--- src/rtl/bp_mc_dram_word_bridge_if.sv ---
// Bus bundle between the BedRock forward/reverse pumps, the manycore DRAM request/response ports and the word bridge.
// The slave modport is the bridge's side of the bus. The master modport is the environment's side.
interface bp_mc_dram_word_bridge_if #(
    parameter int data_width_p   = 32,
    parameter int addr_width_p   = 28,
    parameter int paddr_width_p  = 40,
    parameter int header_width_p = 64,
    parameter int outstanding_p  = 16
);
    localparam int tag_width_lp = $clog2(outstanding_p);

    logic [header_width_p-1:0] fwd_header_i;
    logic                      fwd_wr_i;
    logic [2:0]                fwd_size_i;
    logic [paddr_width_p-1:0]  fwd_addr_i;
    logic [data_width_p-1:0]   fwd_data_i;
    logic                      fwd_v_i;
    logic                      fwd_yumi_o;
    logic [addr_width_p-1:0]   dram_offset_i;

    logic                      req_v_o;
    logic                      req_ready_i;
    logic                      req_store_o;
    logic [addr_width_p-1:0]   req_addr_o;
    logic [data_width_p-1:0]   req_data_o;
    logic [data_width_p/8-1:0] req_mask_o;
    logic [tag_width_lp-1:0]   req_reg_id_o;

    logic                      resp_v_i;
    logic [tag_width_lp-1:0]   resp_reg_id_i;
    logic [data_width_p-1:0]   resp_data_i;

    logic [header_width_p-1:0] rev_header_o;
    logic [data_width_p-1:0]   rev_data_o;
    logic                      rev_v_o;
    logic                      rev_ready_and_i;

    logic                      idle_o;
    logic                      error_o;

    modport slave (
        input  fwd_header_i, fwd_wr_i, fwd_size_i, fwd_addr_i, fwd_data_i, fwd_v_i, dram_offset_i,
        input  req_ready_i, resp_v_i, resp_reg_id_i, resp_data_i, rev_ready_and_i,
        output fwd_yumi_o, req_v_o, req_store_o, req_addr_o, req_data_o, req_mask_o, req_reg_id_o,
        output rev_header_o, rev_data_o, rev_v_o, idle_o, error_o
    );

    modport master (
        output fwd_header_i, fwd_wr_i, fwd_size_i, fwd_addr_i, fwd_data_i, fwd_v_i, dram_offset_i,
        output req_ready_i, resp_v_i, resp_reg_id_i, resp_data_i, rev_ready_and_i,
        input  fwd_yumi_o, req_v_o, req_store_o, req_addr_o, req_data_o, req_mask_o, req_reg_id_o,
        input  rev_header_o, rev_data_o, rev_v_o, idle_o, error_o
    );
endinterface

--- src/rtl/bp_mc_dram_word_bridge.sv ---
// Word bridge from the BedRock forward stream to manycore DRAM requests. A reorder buffer returns the responses in order.
// Defining BP_MC_DRAM_WORD_BRIDGE_TIMEOUT_EN builds the head-entry watchdog that drives error_o.
module bp_mc_dram_word_bridge #(
    parameter int data_width_p   = 32,
    parameter int addr_width_p   = 28,
    parameter int paddr_width_p  = 40,
    parameter int header_width_p = 64,
    parameter int outstanding_p  = 16,
    parameter int max_credits_p  = 8,
    parameter int timeout_p      = 4096
) (
    input logic                     clk_i,
    input logic                     reset_n_i,
    bp_mc_dram_word_bridge_if.slave bus
);
    localparam int bytes_lp        = data_width_p / 8;
    localparam int lg_bytes_lp     = $clog2(bytes_lp);
    localparam int tag_width_lp    = $clog2(outstanding_p);
    localparam int credit_width_lp = $clog2(max_credits_p + 1);

    typedef logic [tag_width_lp:0]   ptr_t;
    typedef logic [tag_width_lp-1:0] tag_t;
    typedef logic [data_width_p-1:0] word_t;

    typedef struct packed {
        logic [lg_bytes_lp-1:0] offset;
        logic [2:0]             size;
    } beat_info_t;

    // Sizes at or above the word size are treated as a full word.
    function automatic logic [bytes_lp-1:0] byte_mask(input logic [2:0] size,
                                                      input logic [lg_bytes_lp-1:0] offset);
        logic [bytes_lp-1:0] m;
        int n;
        m = '1;
        if (int'(size) < lg_bytes_lp) begin
            n = 1 << size;
            for (int i = 0; i < bytes_lp; i++)
                m[i] = (i >= int'(offset)) && (i < int'(offset) + n);
        end
        return m;
    endfunction

    function automatic word_t replicate(input word_t word, input logic [2:0] size);
        word_t r;
        int n;
        r = word;
        if (int'(size) < lg_bytes_lp) begin
            n = 1 << size;
            for (int i = 0; i < bytes_lp; i++)
                r[i*8 +: 8] = word[(i & (n - 1))*8 +: 8];
        end
        return r;
    endfunction

    ptr_t                       head_r, tail_r;
    tag_t                       head_idx, tail_idx;
    logic [credit_width_lp-1:0] credits_r;
    logic [outstanding_p-1:0]   alloc_r, valid_r;
    logic                       full, empty, yumi, resp_hit, deq;

    logic [header_width_p-1:0]  hdr_mem  [outstanding_p];
    beat_info_t                 info_mem [outstanding_p];
    word_t                      data_mem [outstanding_p];

    logic [paddr_width_p-1:0]   fwd_word_addr;
    logic [lg_bytes_lp-1:0]     fwd_offset;
    beat_info_t                 head_info;

    assign head_idx = head_r[tag_width_lp-1:0];
    assign tail_idx = tail_r[tag_width_lp-1:0];
    assign empty    = (head_r == tail_r);
    assign full     = (head_r[tag_width_lp] != tail_r[tag_width_lp]) && (head_idx == tail_idx);

    // The issue path is combinational, so a beat is accepted in the same cycle it is offered.
    assign bus.req_v_o    = bus.fwd_v_i & ~full & (credits_r != '0);
    assign yumi           = bus.req_v_o & bus.req_ready_i;
    assign bus.fwd_yumi_o = yumi;

    assign fwd_offset       = bus.fwd_addr_i[lg_bytes_lp-1:0];
    assign fwd_word_addr    = bus.fwd_addr_i >> lg_bytes_lp;
    assign bus.req_addr_o   = fwd_word_addr[addr_width_p-1:0] + bus.dram_offset_i;
    assign bus.req_store_o  = bus.fwd_wr_i;
    assign bus.req_mask_o   = bus.fwd_wr_i ? byte_mask(bus.fwd_size_i, fwd_offset) : '1;
    assign bus.req_data_o   = bus.fwd_wr_i ? replicate(bus.fwd_data_i, bus.fwd_size_i) : '0;
    assign bus.req_reg_id_o = tail_idx;

    // A response to a tag that is not allocated is dropped and does not return a credit.
    assign resp_hit = bus.resp_v_i & alloc_r[bus.resp_reg_id_i];
    assign deq      = bus.rev_v_o & bus.rev_ready_and_i;

    // NOTE: sequential state uses non-blocking assignment, so every update in this block reads the values from before the edge.
    always_ff @(posedge clk_i or negedge reset_n_i) begin
        if (!reset_n_i) begin
            head_r    <= '0;
            tail_r    <= '0;
            credits_r <= credit_width_lp'(max_credits_p);
            alloc_r   <= '0;
            valid_r   <= '0;
        end else begin
            credits_r <= credits_r + credit_width_lp'(resp_hit) - credit_width_lp'(yumi);
            if (yumi) begin
                tail_r            <= tail_r + 1'b1;
                alloc_r[tail_idx] <= 1'b1;
            end
            if (resp_hit)
                valid_r[bus.resp_reg_id_i] <= 1'b1;
            if (deq) begin
                head_r            <= head_r + 1'b1;
                alloc_r[head_idx] <= 1'b0;
                valid_r[head_idx] <= 1'b0;
            end
        end
    end

    // NOTE: the payload arrays have no reset. An entry is read only while its alloc and valid bits are set.
    always_ff @(posedge clk_i) begin
        if (yumi) begin
            hdr_mem[tail_idx]  <= bus.fwd_header_i;
            info_mem[tail_idx] <= '{offset: fwd_offset, size: bus.fwd_size_i};
        end
        if (resp_hit)
            data_mem[bus.resp_reg_id_i] <= bus.resp_data_i;
    end

    assign head_info        = info_mem[head_idx];
    assign bus.rev_v_o      = valid_r[head_idx];
    assign bus.rev_header_o = hdr_mem[head_idx];
    assign bus.rev_data_o   = replicate(data_mem[head_idx] >> {head_info.offset, 3'b000}, head_info.size);
    assign bus.idle_o       = empty;

`ifdef BP_MC_DRAM_WORD_BRIDGE_TIMEOUT_EN
    localparam int wd_width_lp = $clog2(timeout_p + 1);

    logic [wd_width_lp-1:0] wd_cnt_r;
    logic                   error_r;
    logic                   head_waiting;

    assign head_waiting = alloc_r[head_idx] & ~valid_r[head_idx];

    // The error is set on the edge where the count reaches timeout_p.
    always_ff @(posedge clk_i or negedge reset_n_i) begin
        if (!reset_n_i) begin
            wd_cnt_r <= '0;
            error_r  <= 1'b0;
        end else begin
            if (deq || empty)
                wd_cnt_r <= '0;
            else if (head_waiting && wd_cnt_r != wd_width_lp'(timeout_p))
                wd_cnt_r <= wd_cnt_r + 1'b1;
            if (head_waiting && !deq && wd_cnt_r == wd_width_lp'(timeout_p - 1))
                error_r <= 1'b1;
        end
    end

    assign bus.error_o = error_r;
`else
    assign bus.error_o = 1'b0;
`endif

`ifndef SYNTHESIS
    resp_tag_allocated: assert property (@(posedge clk_i) disable iff (!reset_n_i)
        bus.resp_v_i |-> alloc_r[bus.resp_reg_id_i]);
`endif

endmodule

--- src/flat_wrapper.sv ---
// flat-port wrapper written by rule: the top's interface ports become plain ports
module bp_mc_dram_word_bridge_flat 
#(
    parameter int data_width_p   = 32,
    parameter int addr_width_p   = 28,
    parameter int paddr_width_p  = 40,
    parameter int header_width_p = 64,
    parameter int outstanding_p  = 16,
    parameter int max_credits_p  = 8,
    parameter int timeout_p      = 4096
)
  (clk_i, reset_n_i, bus_fwd_header_i, bus_fwd_wr_i, bus_fwd_size_i, bus_fwd_addr_i, bus_fwd_data_i, bus_fwd_v_i, bus_dram_offset_i, bus_req_ready_i, bus_resp_v_i, bus_resp_reg_id_i, bus_resp_data_i, bus_rev_ready_and_i, bus_fwd_yumi_o, bus_req_v_o, bus_req_store_o, bus_req_addr_o, bus_req_data_o, bus_req_mask_o, bus_req_reg_id_o, bus_rev_header_o, bus_rev_data_o, bus_rev_v_o, bus_idle_o, bus_error_o);
  bp_mc_dram_word_bridge_if #(.data_width_p(data_width_p), .addr_width_p(addr_width_p), .paddr_width_p(paddr_width_p), .header_width_p(header_width_p), .outstanding_p(outstanding_p)) bus_i ();
  input logic clk_i;
  input logic reset_n_i;
  input wire logic [$bits(bus_i.fwd_header_i)-1:0] bus_fwd_header_i;
  input wire logic [$bits(bus_i.fwd_wr_i)-1:0] bus_fwd_wr_i;
  input wire logic [$bits(bus_i.fwd_size_i)-1:0] bus_fwd_size_i;
  input wire logic [$bits(bus_i.fwd_addr_i)-1:0] bus_fwd_addr_i;
  input wire logic [$bits(bus_i.fwd_data_i)-1:0] bus_fwd_data_i;
  input wire logic [$bits(bus_i.fwd_v_i)-1:0] bus_fwd_v_i;
  input wire logic [$bits(bus_i.dram_offset_i)-1:0] bus_dram_offset_i;
  input wire logic [$bits(bus_i.req_ready_i)-1:0] bus_req_ready_i;
  input wire logic [$bits(bus_i.resp_v_i)-1:0] bus_resp_v_i;
  input wire logic [$bits(bus_i.resp_reg_id_i)-1:0] bus_resp_reg_id_i;
  input wire logic [$bits(bus_i.resp_data_i)-1:0] bus_resp_data_i;
  input wire logic [$bits(bus_i.rev_ready_and_i)-1:0] bus_rev_ready_and_i;
  output wire logic [$bits(bus_i.fwd_yumi_o)-1:0] bus_fwd_yumi_o;
  output wire logic [$bits(bus_i.req_v_o)-1:0] bus_req_v_o;
  output wire logic [$bits(bus_i.req_store_o)-1:0] bus_req_store_o;
  output wire logic [$bits(bus_i.req_addr_o)-1:0] bus_req_addr_o;
  output wire logic [$bits(bus_i.req_data_o)-1:0] bus_req_data_o;
  output wire logic [$bits(bus_i.req_mask_o)-1:0] bus_req_mask_o;
  output wire logic [$bits(bus_i.req_reg_id_o)-1:0] bus_req_reg_id_o;
  output wire logic [$bits(bus_i.rev_header_o)-1:0] bus_rev_header_o;
  output wire logic [$bits(bus_i.rev_data_o)-1:0] bus_rev_data_o;
  output wire logic [$bits(bus_i.rev_v_o)-1:0] bus_rev_v_o;
  output wire logic [$bits(bus_i.idle_o)-1:0] bus_idle_o;
  output wire logic [$bits(bus_i.error_o)-1:0] bus_error_o;
  assign bus_i.fwd_header_i = bus_fwd_header_i;
  assign bus_i.fwd_wr_i = bus_fwd_wr_i;
  assign bus_i.fwd_size_i = bus_fwd_size_i;
  assign bus_i.fwd_addr_i = bus_fwd_addr_i;
  assign bus_i.fwd_data_i = bus_fwd_data_i;
  assign bus_i.fwd_v_i = bus_fwd_v_i;
  assign bus_i.dram_offset_i = bus_dram_offset_i;
  assign bus_i.req_ready_i = bus_req_ready_i;
  assign bus_i.resp_v_i = bus_resp_v_i;
  assign bus_i.resp_reg_id_i = bus_resp_reg_id_i;
  assign bus_i.resp_data_i = bus_resp_data_i;
  assign bus_i.rev_ready_and_i = bus_rev_ready_and_i;
  assign bus_fwd_yumi_o = bus_i.fwd_yumi_o;
  assign bus_req_v_o = bus_i.req_v_o;
  assign bus_req_store_o = bus_i.req_store_o;
  assign bus_req_addr_o = bus_i.req_addr_o;
  assign bus_req_data_o = bus_i.req_data_o;
  assign bus_req_mask_o = bus_i.req_mask_o;
  assign bus_req_reg_id_o = bus_i.req_reg_id_o;
  assign bus_rev_header_o = bus_i.rev_header_o;
  assign bus_rev_data_o = bus_i.rev_data_o;
  assign bus_rev_v_o = bus_i.rev_v_o;
  assign bus_idle_o = bus_i.idle_o;
  assign bus_error_o = bus_i.error_o;
  bp_mc_dram_word_bridge #(.data_width_p(data_width_p), .addr_width_p(addr_width_p), .paddr_width_p(paddr_width_p), .header_width_p(header_width_p), .outstanding_p(outstanding_p), .max_credits_p(max_credits_p), .timeout_p(timeout_p)) u_core (.clk_i(clk_i), .reset_n_i(reset_n_i), .bus(bus_i));
endmodule
--- config.mk ---
export PLATFORM = sky130hd
export DESIGN_NAME = bp_mc_dram_word_bridge_flat
export DESIGN_NICKNAME = d
export VERILOG_FILES = /design/src/rtl/bp_mc_dram_word_bridge_if.sv /design/src/rtl/bp_mc_dram_word_bridge.sv /design/src/flat_wrapper.sv
export SDC_FILE = /design/constraint.sdc
export NUM_CORES = 2
export LEC_CHECK = 0
export ABC_CLOCK_PERIOD_IN_PS = 11200
export CAP_MARGIN = 25
export CORE_MARGIN = 5
export CORE_UTILIZATION = 45
export DETAILED_ROUTE_END_ITERATION = 8
export GPL_TIMING_DRIVEN = 0
export MAX_ROUTING_LAYER = met4
export SLEW_MARGIN = 30
export SYNTH_ARGS = -nofsm -noshare
export SYNTH_HDL_FRONTEND = slang
export SYNTH_SLANG_ARGS = --single-unit
--- constraint.sdc ---
create_clock -name clk_i -period 11.2 [get_ports clk_i]
set_input_delay 2.8 -clock clk_i [delete_from_list [all_inputs] [get_ports clk_i]]
set_output_delay 2.8 -clock clk_i [all_outputs]
set_load 0.02 [all_outputs]
==> run_results.csv <==
group,metric,value,unit
outcome,status,"finished clean",
final_layout,area_growth,22.73,%
critical_path,critical_path_required,8400,ps
power,peakVddDrop,0.1962,mV
floorplanning,core_area,145900,µm²
critical_path,r2r_cells,17,
floorplanning,die_y,393.4,µm
clock_network,cts_buffers,168,
critical_path,r2r-end,"u_core.hdr_mem[2][37]$_DFFE_PP_",
timing,worst_pin_slew,1010,ps
logic_synthesis,yosysWarnings,0,
placement,globalplace.congestion,0.8961,
timing,layout_setup_ws,1522,ps
critical_path,worstSetupPathType,"in -> out",
floorplanning,die_w,393.4,µm
min_path,hold-path-endpoint,"u_core.valid_r[10]$_DFF_PN0_",
final_layout,finalInstanceArea,81200,µm²
min_path,hp-class,"reg -> reg",
final_layout,instances_no_fill,5707,
floorplanning,start_util,0.4534,
clock_network,root_buffer,"clkbuf_16",
critical_path,cp_max_fo,4,
detailed_routing,drt_iter0_markers,2919,
logic_synthesis,synth_top_flop_cell,"edfxtp_1",
logic_synthesis,synth_top_area_frac,0.7334,
timing,slew_headroom,0.3266,
placement,hpwl,116.2,mm
grt,grt_max_degree,30,
final_layout,layout_common_cells,"edfxtp_1, mux4_2, clkdlybuf4s50_1",
floorplanning,fp-row-count,140,
final_layout,finalNetCount,3890,
detailed_routing,routed_via_density,5.830,
grt,grt_pass1_vias,35090,
power,p_leak,0.02632,µW
grt,overflow,0,
timing,tns,0,ps
critical_path,r2r_slack,6570,ps
floorplanning,io_pins,380,
logic_synthesis,avgSynthCellArea,22.59,µm²
logic_synthesis,synth_area_leaders,"edfxtp_1, mux4_2, dfrtp_1, ha_1, mux2i_1",
logic_synthesis,async_flop_share,0.02768,
timing,max_clock_freq,103.3,MHz
critical_path,r2r-start,"u_core.head_r[0]$_DFFE_PN0P_",
timing,hold_viol_final,0,
detailed_routing,dr.pass1.iters,6,
grt,grt_use_total,0.2246,
clock_network,h-tree-depth,4,
final_layout,layout-drive-gt1-share,0.2779,
detailed_routing,num_vias,33270,
job,maxCapViolations,0,
clock_network,postCtsSetupBuffers,0,
logic_synthesis,netlist_instances,2929,
clock_network,cts-resized-gates,0,
min_path,min_path_cells,1,
final_layout,layout_commonest_cell,"edfxtp_1",
logic_synthesis,synth_edf_count,1616,
critical_path,arrival,6880,ps
min_path,min_from,"u_core.valid_r[10]$_DFF_PN0_",
placement,dp_slack,1556,ps
detailed_routing,wl_per_cell,29.78,µm
clock_network,hold_buffers,0,
logic_synthesis,netlist.top_cell.by_area,"edfxtp_1",
detailed_routing,detail-route-antenna-nets,0,
grt,grt_pass1_wl,246.3,mm
timing,drv_slew,0,
critical_path,end_kind,"primary output",
clock_network,clkSlewWorstSetupHoldPaths,60,ps
logic_synthesis,synth_area,66160,µm²
critical_path,critPathLaunchType,"input port",
grt,antenna_found_initial,21,
clock_network,clk_latency,820,ps
timing,fin_crit,9678,ps
timing,finClkSkew,59.51,ps
placement,placed_cell_area,75520,µm²
final_layout,final_util,0.5565,
timing,finalSetupViolCount,0,
timing,final.period_utilization,0.8641,
clock_network,cts.sinks,1662,
logic_synthesis,syn-num-nets,3184,
logic_synthesis,synthDistinctLibCells,74,
detailed_routing,drc_errors,0,
floorplanning,die_area,154800,µm²
timing,grt_setup_unrepaired,"no",
clock_network,cts_tree,"yes",
placement,place_inst,5382,
logic_synthesis,synth-seq-cells,1662,
logic_synthesis,yosysSeqAreaShare,0.7509,
power,power.density,250.9,nW/µm²
clock_network,clk_path_buf_depth,3,
placement,port_buffers,364,
detailed_routing,routed_wl,169.9,mm
[critical path, cell delays in order]
cell             delay [ps]
clkdlybuf4s50_1         460
ha_1                    190
inv_1                    60
fa_1                    400
nor2b_1                 180
o31a_1                  200
o21bai_1                120
a2111oi_0               580
nor4_1                  160
o31a_1                  410
o21ai_1                 350
a311oi_1                170
xnor2_1                 150
clkdlybuf4s50_1         620
[through the flow]
| step | power, µW | hold WS, ps |
|---|---|---|
| floorplan | 12000 | 454.6 |
| global placement | 14700 | 465.7 |
| detailed placement | 14920 | 474.7 |
| CTS | 20580 | 487.7 |
| global route | 21190 | 510.4 |
| finish | 20370 | 488.6 |
[worst max path at each step]
stage                                  end                  from  depth (start not counted)
2_1_floorplan  u_core.alloc_r[3]$_DFF_PN0_           bus_fwd_v_i                          7
3_3_place_gp   u_core.alloc_r[3]$_DFF_PN0_           bus_fwd_v_i                          8
3_5_place_dp            bus_req_addr_o[26]  bus_dram_offset_i[0]                         14
4_1_cts                 bus_req_addr_o[26]  bus_dram_offset_i[0]                         14
5_1_grt                 bus_req_addr_o[26]  bus_dram_offset_i[0]                         14
6_report                bus_req_addr_o[26]  bus_dram_offset_i[0]                         14
[cells by family (layout without fill, tap and decap cells)]
| group | after synthesis | in the layout | synth area share |
|---|---|---|---|
| AOI/OAI and AO/OA | 173 | 173 | 0.01921 |
| xor gates and xnor gates | 39 | 39 | 0.005163 |
| adders and majority gates | 45 | 45 | 0.008850 |
| buffers and inverters | 184 | 1033 | 0.01458 |
| DFF | 1662 | 1662 | 0.7509 |
| muxes | 564 | 564 | 0.1828 |
| other | 1 | 13 | 0.00005668 |
| and+or+nand+nor | 261 | 261 | 0.01844 |
[registers in the layout (all words and copies together) (netlist names)]
register,count
u_core.data_mem,512
u_core.alloc_r,16
u_core.tail_r,5
u_core.valid_r,16
u_core.hdr_mem,1024
u_core.credits_r,4
u_core.head_r,5
u_core.info_mem,80
[per-layer routing]
metal,vias up,share of wire,GRT usage
met5,-,0,-
met4,0,0.020,0.04780
met3,273,0.063,0.04336
met2,1262,0.52,0.3831
met1,17850,0.39,0.2833
li1,13890,-,-
[power breakdown]
group          leakage, µW  internal, µW  switching (µW)  total, µW
Clock              0.00272          3260            2400       5660
Combinational      0.00848          3490            3990       7480
Sequential          0.0151          7140            95.8       7240
Total               0.0263         13900            6480      20400
[Yosys cell counts (5+ instances only)]
cell type,n
edfxtp_1,1616
mux4_2,491
nor2_1,100
nand2_1,73
clkbuf_1,61
mux2i_1,46
dfrtp_1,45
a21oi_1,42
ha_1,42
buf_2,41
inv_1,27
xnor2_1,26
o22a_1,22
buf_1,20
a21boi_0,17
nor3_1,17
buf_6,16
and2_1,14
buf_4,13
mux4_1,13
xor2_1,13
nor2b_1,12
o21ai_0,11
a21o_1,10
nand2b_1,10
o211a_1,9
o22ai_1,9
nand3_1,8
a221o_1,7
mux2_2,7
mux2i_4,7
o21a_1,6
or3_1,5
[final cells by class]
| type | count | area (µm²) |
|---|---|---|
| sequential | 1662 | 49680 |
| antenna | 12 | 30.03 |
| multi-input combinational | 1083 | 15740 |
| clock inverter | 108 | 1305 |
| buffer | 156 | 877.1 |
| timing repair buffer | 536 | 6725 |
| clock buffer | 205 | 4343 |
| inverter | 28 | 105.1 |
| tap | 1917 | 2399 |
| fill | 10740 | 64710 |
No activity file was read; power rests on OpenSTA's default activity.
